<file path="src/rtl/fft_reorder.sv">
// Bit-reversal reorder buffer behind the 64-point FFT.
// Ping-pong banks: one fills in bit-reversed order while the other drains in natural order.
module fft_reorder #(
  parameter int N     = 64,
  parameter int WIDTH = 16
) (
  input  logic             clock,
  input  logic             reset,
  input  logic             idata_en,
  input  logic [WIDTH-1:0] idata_r,
  input  logic [WIDTH-1:0] idata_i,
  output logic             odata_en,
  output logic [WIDTH-1:0] odata_r,
  output logic [WIDTH-1:0] odata_i
);

  localparam int LOG2N = $clog2(N);
  localparam logic [LOG2N-1:0] LAST = LOG2N'(N - 1);

  typedef enum logic {
    S_IDLE,
    S_READ
  } state_t;

  function automatic logic [LOG2N-1:0] bitrev(
    input logic [LOG2N-1:0] x
  );
    logic [LOG2N-1:0] r;
    for (int b = 0; b < LOG2N; b++) begin
      r[b] = x[LOG2N-1-b];
    end
    return r;
  endfunction

  logic [2*WIDTH-1:0] bank0_q [N];
  logic [2*WIDTH-1:0] bank1_q [N];

  logic [LOG2N-1:0] wcnt_q, wcnt_d;
  logic             wsel_q, wsel_d;
  logic             frame_done;
  logic [LOG2N-1:0] waddr;

  state_t           state_q, state_d;
  logic [LOG2N-1:0] rcnt_q, rcnt_d;
  logic             rsel_q, rsel_d;
  logic             emit;
  logic [2*WIDTH-1:0] rdata;

  logic             oen_q;
  logic [WIDTH-1:0] or_q;
  logic [WIDTH-1:0] oi_q;

  // Write-side counter and bank select; frame ends when the last index is taken.
  always_comb begin
    wcnt_d     = wcnt_q;
    wsel_d     = wsel_q;
    frame_done = 1'b0;
    waddr      = bitrev(wcnt_q);
    if (idata_en) begin
      wcnt_d = wcnt_q + LOG2N'(1);
      if (wcnt_q == LAST) begin
        wsel_d     = ~wsel_q;
        frame_done = 1'b1;
      end
    end
  end

  // Write-side state register.
  always_ff @(posedge clock or negedge reset) begin
    if (!reset) begin
      wcnt_q <= '0;
      wsel_q <= 1'b0;
    end else begin
      wcnt_q <= wcnt_d;
      wsel_q <= wsel_d;
    end
  end

  // Sample storage; contents need no reset.
  always_ff @(posedge clock) begin
    if (idata_en) begin
      if (wsel_q) begin
        bank1_q[waddr] <= {idata_r, idata_i};
      end else begin
        bank0_q[waddr] <= {idata_r, idata_i};
      end
    end
  end

  assign rdata = rsel_q ? bank1_q[rcnt_q] : bank0_q[rcnt_q];

  // Read FSM next state: drain N words, chain straight into a frame finishing now.
  always_comb begin
    state_d = state_q;
    rcnt_d  = rcnt_q;
    rsel_d  = rsel_q;
    emit    = 1'b0;
    unique case (state_q)
      S_IDLE: begin
        if (frame_done) begin
          state_d = S_READ;
          rsel_d  = wsel_q;
          rcnt_d  = '0;
        end
      end
      S_READ: begin
        emit   = 1'b1;
        rcnt_d = rcnt_q + LOG2N'(1);
        if (rcnt_q == LAST) begin
          if (frame_done) begin
            rsel_d = wsel_q;
            rcnt_d = '0;
          end else begin
            state_d = S_IDLE;
          end
        end
      end
      default: state_d = S_IDLE;
    endcase
  end

  // Read FSM state register.
  always_ff @(posedge clock or negedge reset) begin
    if (!reset) begin
      state_q <= S_IDLE;
      rcnt_q  <= '0;
      rsel_q  <= 1'b0;
    end else begin
      state_q <= state_d;
      rcnt_q  <= rcnt_d;
      rsel_q  <= rsel_d;
    end
  end

  // Registered outputs, forced to zero when not valid.
  always_ff @(posedge clock or negedge reset) begin
    if (!reset) begin
      oen_q <= 1'b0;
      or_q  <= '0;
      oi_q  <= '0;
    end else begin
      oen_q <= emit;
      or_q  <= emit ? rdata[2*WIDTH-1:WIDTH] : '0;
      oi_q  <= emit ? rdata[WIDTH-1:0] : '0;
    end
  end

  assign odata_en = oen_q;
  assign odata_r  = or_q;
  assign odata_i  = oi_q;

endmodule

</file>
<file path="config.mk">
export PLATFORM = sky130hd
export DESIGN_NAME = fft_reorder
export DESIGN_NICKNAME = d
export VERILOG_FILES = /design/src/rtl/fft_reorder.sv
export SDC_FILE = /design/constraint.sdc
export NUM_CORES = 2
export LEC_CHECK = 0
export CAP_MARGIN = 20
export CORE_ASPECT_RATIO = 1.75
export CORE_UTILIZATION = 60
export DETAILED_ROUTE_END_ITERATION = 10
export DONT_BUFFER_PORTS = 1
export PLACE_DENSITY_LB_ADDON = 0.12
export SYNTH_ARGS = -nofsm -noshare
export SYNTH_HDL_FRONTEND = slang
export SYNTH_SLANG_ARGS = --single-unit
</file>
<file path="constraint.sdc">
create_clock -name clock -period 3.64 [get_ports clock]
set_input_delay 0.182 -clock clock [delete_from_list [all_inputs] [get_ports clock]]
set_output_delay 0.182 -clock clock [all_outputs]
set_load 0.05 [all_outputs]
</file>
Word-level counts from Yosys, hierarchy flattened
Memories as Yosys holds them, arrays and structs flattened.
Index checks and enable logic that the tools add are counted.
{"block": "totals", "ram_bits": 4096, "memories": 2, "register_bits": 48, "inputBits": 35, "elab_cells": 41, "out_inout_bits": 33}
{"memory": "bank0_q", "depth": 64, "width": 32, "rd": 1, "rd_clocked_by_memory_dff": 0, "wr": 1, "line": "35", "rtl": "logic [2*WIDTH-1:0] bank0_q [N];"}
{"memory": "bank1_q", "depth": 64, "width": 32, "rd": 1, "rd_clocked_by_memory_dff": 0, "wr": 1, "line": "36", "rtl": "logic [2*WIDTH-1:0] bank1_q [N];"}
{"block": "op_classes", "n_mux": 22, "n_eq_ne": 4, "bitwise_logic": 2, "n_addsub": 2, "n_reduce_logical": 1}
{"cell": "$mux 16", "n": 2}
{"cell": "$mux 32", "n": 1}
{"cell": "$mux 6", "n": 3}
{"cell": "$mux 1", "n": 13}
{"cell": "$add 6x1->6 const B", "n": 2}
{"cell": "$eq 6x6->1 const B", "n": 2}
{"cell": "$pmux 6 s2", "n": 1}
{"cell": "$pmux 1 s2", "n": 2}
{"cell": "$ne 2x1->1 const B", "n": 1}
{"cell": "$ne 2x2->1 const B", "n": 1}
{"cell": "$not 1->1", "n": 2}
{"cell": "$reduce_and 2->1", "n": 1}

Depth between registers and ports, before layout
{"block": "depth", "ltp_word": 6, "mapped_depth": 11, "depth_no_buf": 7}

Least setup slack after synthesis
No wires, ideal clock.
{"block": "synth_path", "path_kind": "register to register", "start": "register wcnt_q[5]", "end": "memory bank0_q[52][0] (netlist bit) (enable)", "arrival_ns": 2.702, "slack_ns": 0.517, "n_path_buf": 3, "stages_incl_launch_ff": 6, "setup_time_ns": 0.421, "period_less_slack_ns": 3.123, "t_required_ns": 3.219, "cell_sequence": "dfrtp_1 > buf_2 > or3b_2 > clkbuf_1 > clkbuf_1 > nor2_1"}
{"element": "from (decl)", "line": "38", "rtl": "logic [LOG2N-1:0] wcnt_q, wcnt_d;"}
{"element": "from (signal assigned)", "line": "74", "rtl": "wcnt_q <= wcnt_d;"}
{"element": "to (decl)", "line": "35"}
No word-level cell before the write port.

Worst setup path in the final report
{"block": "layout_path", "start": "register rcnt_q[1]", "end": "register oi_q[8] (netlist: odata_i[8])"}
{"block": "layout_via", "elab_chain_len": 3, "elab_cells_between_ends": 4, "classes_between": "mux: 2; memory: 2"}
{"element": "from (decl)", "line": "44", "rtl": "logic [LOG2N-1:0] rcnt_q, rcnt_d;"}
{"element": "from (signal assigned)", "line": "130", "rtl": "rcnt_q <= rcnt_d;"}
{"element": "$mem_v2 64x32 (on tied branches)"}
{"element": "$mux 32 (*)", "line": "90", "rtl": "assign rdata = rsel_q ? bank1_q[rcnt_q] : bank0_q[rcnt_q];"}
{"element": "$mux 16 (*)", "line": "144", "rtl": "oi_q <= emit ? rdata[WIDTH-1:0] : '0;"}
{"element": "to (signal assigned)", "line": "144"}
{"element": "to (decl)", "line": "51", "rtl": "logic [WIDTH-1:0] oi_q;"}
Mark *: on every way between the ends. The rest lies on a longest branch, timed or not.
A chain may end at the register's enable or synchronous reset.

==> metrics.md <==
| Metric | Value |
|---|---|
| # rows | 250 |
| Multi-input gate area | around 34000 um2 |
| Leak Pwr | 0.0576 uW |
| Die Span X | around 400 um |
| Worst VDD drop | 543 uV |
| Top cell type's share of synthesized area | between 70% and 80% |
| Top post-synthesis cells by area | edfxtp_1, mux2i_1, mux4_2 |
| FF-to-FF End | odata_i[8]$_DFF_PN0_ |
| # port buffers | 0 |
| Clock Skews | 49.2 ps |
| Area grow syn2layout | 12.9% |
| Core Util, Final | between 60% and 70% |
| Yosys warning count | 0 |
| Total iterations of the first detailed-routing run | 6 |
| CP required | approximately 4400 ps |
| TritonCTS clock tree | done |
| Clock Sinks | about 4100 |
| Compound-Gate Fraction of Synth Area | approximately 4.3% |
| Layout cells sized above 1 | 20.4% |
| Gr usage total | about 32% |
| RD Place Congestion | 0.881 |
| Vias | 81500 |
| Die Ht | about 680 um |
| Clock Latency Late Sink | roughly 910 ps |
| Hold Path Depth | 3 |
| Max-slew violations | 0 |
| Core Area | 265000 um2 |
| Adder-Cell Fraction of Synth Area | 0.0549% |
| Avg Cell Area, Syn | 20.1 um2 |
| Min-delay src | idata_en |
| Gate Count Post-Synth | 7951 |
| FF-to-FF setup slack | around 7.6 ps |
| Sequential standard cell area | ~120000 um2 |
| Vias per cell | between 6 and 7 |
| Fraction of registers with async set/reset | 1.16% |
| # DRC | 0 |
| First-pass GRT wire length | about 600000 um |
| DRT iter0 DRCs | around 10000 |
| Library cells used by synthesis | between 40 and 50 |
| PwrDens | approximately 630 nW/um2 |
| H-tree depth | 5 |
| Die area | roughly 270000 um2 |
| Detailed placement HPWL | ~250000 um |
| Final net count | between 8000 and 9000 |
| Most frequent cells after synthesis | edfxtp_1, mux2i_1, mux4_2 |
| Tcrit/Tclk final | about 100% |
| Top Ports | a little under 70 |
| Setup violators final | 0 |
| Fin crit period | around 3600 ps |
| Mapped Nets | approximately 8000 |
| Syn Std Cell Area | about 160000 um2 |
| Slew headroom | 19.1% |
| Post-synthesis mux area share | 14.3% |
| CTS Buf Count | around 360 |
| Starting Density | just over 60% |
| Crit path DAT | roughly 4400 ps |
| CTS root buffer | clkbuf_16 |
| CP Buf/Inv Count | 3 |
| Synth Area in Simple Gates | 2.06% |
| MaxCap Viol Count | 0 |
| Critical path's slowest cell | dfrtp_4 |
| Fillers | roughly 17000 |
| Final TNS setup | 0 ps |
| CTS Buffer Depth | 4 |
| Area leader, netlist | edfxtp_1 |
| CP max FO | 29 |
| CP Launch Type | flop |
| Crit-path leading delay family | compound AO/OA/AOI/OAI gates |
| Critical Path End Type | flop |
| Worst hold slack | roughly 75 ps |
| GRT overflow | 0 |
| Hold Path End | bank0_q[56][16]$_DFFE_PP_ |
| Ys flop type | edfxtp_1 |
| Antenna violations before repair | 21 |
| Worst hold path type | in -> reg |
| Slew @ Worst Pin | between 1000 and 1500 ps |
| Combinational family with the most area after synthesis | multiplexers |
| Most used cell, CP | buf_4 |
| Final ANT Viol Nets | 0 |
| Worst R2R Start | rcnt_q[1]$_DFFE_PN0P_ |
| Top-count cell post-synth | edfxtp_1 |
| Crit path kind | reg -> reg |
| Highest clock rate | 275 MHz |
| Status | finished clean |
| Slowest stage delay, CP | just under 900 ps |
| RSZ-0062 raised after global routing | false |
| Yosys reg bits | 4144 |
| R2R depth | 9 |
| Post-synth EDFFs | around 4100 |
| CP Cell Sequence | and2_4 > buf_4 > a22oi_1 > a21boi_0 > buf_4 > o22ai_1 > a2111oi_2 > buf_4 > a31oi_1 |
| Vias in the first global route | 81300 |
| Critical Path Source | rcnt_q[1]$_DFFE_PN0P_ |
| Drt total wl | 429000 um |
| Largest net degree at the start of global routing | roughly 130 |
| Post-synthesis sequential area ratio | around 78% |
| Clock slew at reported path FFs | 70 ps |
| Post-Synth XOR/XNOR Area | less than 1% |
| WL/cell | 35.1 um |
| Hold violation count in the final report | 0 |
-- registers in the layout, summed over array words and instances, names as in the netlist --
signal and flops:
wcnt_q 6, odata_i 16, rsel_q 1, bank1_q 2048, odata_r 16, wsel_q 1, odata_en 1, state_q 1
rcnt_q 6, bank0_q 2048
-- layout make-up --
| class | count | share of cell area, % |
|---|---|---|
| Tap cell | 3528 | 2.45 |
| Clock inverter | 166 | 0.806 |
| Timing Repair Buffer | 597 | 3.55 |
| Antenna cell | 9 | 0.0125 |
| Clock buffer | 469 | 5.29 |
| Multi-Input combinational cell | 3312 | 18.9 |
| Inverter | 5 | 0.0104 |
| Sequential cell | 4144 | 68.9 |
-- power breakdown --
group | internal, uW | switching, uW | total, uW
combinational | 9670 | 12600 | 22300
clock | 20000 | 16700 | 36700
sequential | 53500 | 1080 | 54600
total | 83100 | 30400 | 114000
-- cell families (layout without fill, tap and decap cells) --
group | after synthesis | after routing
mux | 1665 | 1665
fa+ha+maj | 7 | 7
simple gates | 692 | 692
buf+inv | 495 | 1237
compound gates | 942 | 942
xor+xnor | 6 | 6
flops | 4144 | 4144
other cells | 0 | 9
-- worst register-to-register path, delay by kind of cell, from the launching register on --
kind            cells  cell delay (ps)
compound gates      5             1340
buf+inv             3              840
flops               1              870
simple gates        1              430
-- how the worst max path moves through the flow --
stage | end | slack (ps) | cells past startpoint
3_3_place_gp | odata_i[1]$_DFF_PN0_ | -300 | 8
6_report | odata_i[8]$_DFF_PN0_ | 8 | 9
4_1_cts | odata_i[8]$_DFF_PN0_ | 20 | 9
5_1_grt | odata_r[15]$_DFF_PN0_ | 3 | 10
3_5_place_dp | odata_r[12]$_DFF_PN0_ | -110 | 9
2_1_floorplan | bank0_q[52][0]$_DFFE_PP_ | 520 | 5
-- timing repair --
action / 4_1_cts / 5_1_grt
endpoints found under the setup margin: 5 / 3
hold endpoints to repair: 4156 / 0
resized for setup: 5 / 4
buffers inserted: 0 / 0
hold buffers: 69 / 0
-- layer usage --
layer  part of all wire [%]  wire length (um)  vias up  GRT usage [%]
met2                     50            213000     3937           52.6
met4                    7.3             31400        8           20.0
met5                  0.013                55        -              0
met1                     35            150000    43100           40.3
met3                    8.2             35100      801           5.19
li1                       -                 -    33700              -
-- stage by stage --
stage	total power [uW]	setup WS, ps	instances	cell area (um2)
2_1_floorplan	69700	517	7951	160000
3_5_place_dp	76800	-107	11500	168000
6_report	114000	7.56	12200	180000
3_3_place_gp	76600	-300	11500	168000
4_1_cts	114000	23.6	12200	180000
5_1_grt	117000	3.35	12200	180000
-- placed cells by master (no fill, tap or decap), types with 31 or more instances in the layout --
cell / count
nor2_1: 131
nor2b_1: 33
buf_16: 34
a22oi_1: 352
nand3b_1: 41
a21boi_0: 31
a22o_1: 31
mux2i_1: 1120
a211o_1: 32
mux4_2: 480
o22ai_1: 224
dfrtp_1: 44
nor2_4: 129
edfxtp_1: 4096
buf_12: 92
nand3_1: 103
a211oi_1: 33
clkbuf_16: 361
a31oi_1: 32
buf_4: 435
nand4_1: 36
mux2_2: 65
clkinv_1: 57
and3_1: 34
a221oi_1: 63
dlygate4sd3_1: 35
clkinv_2: 57
nand2_1: 122
a21oi_1: 99
clkbuf_1: 99
Power figures use the tool's default switching activity.
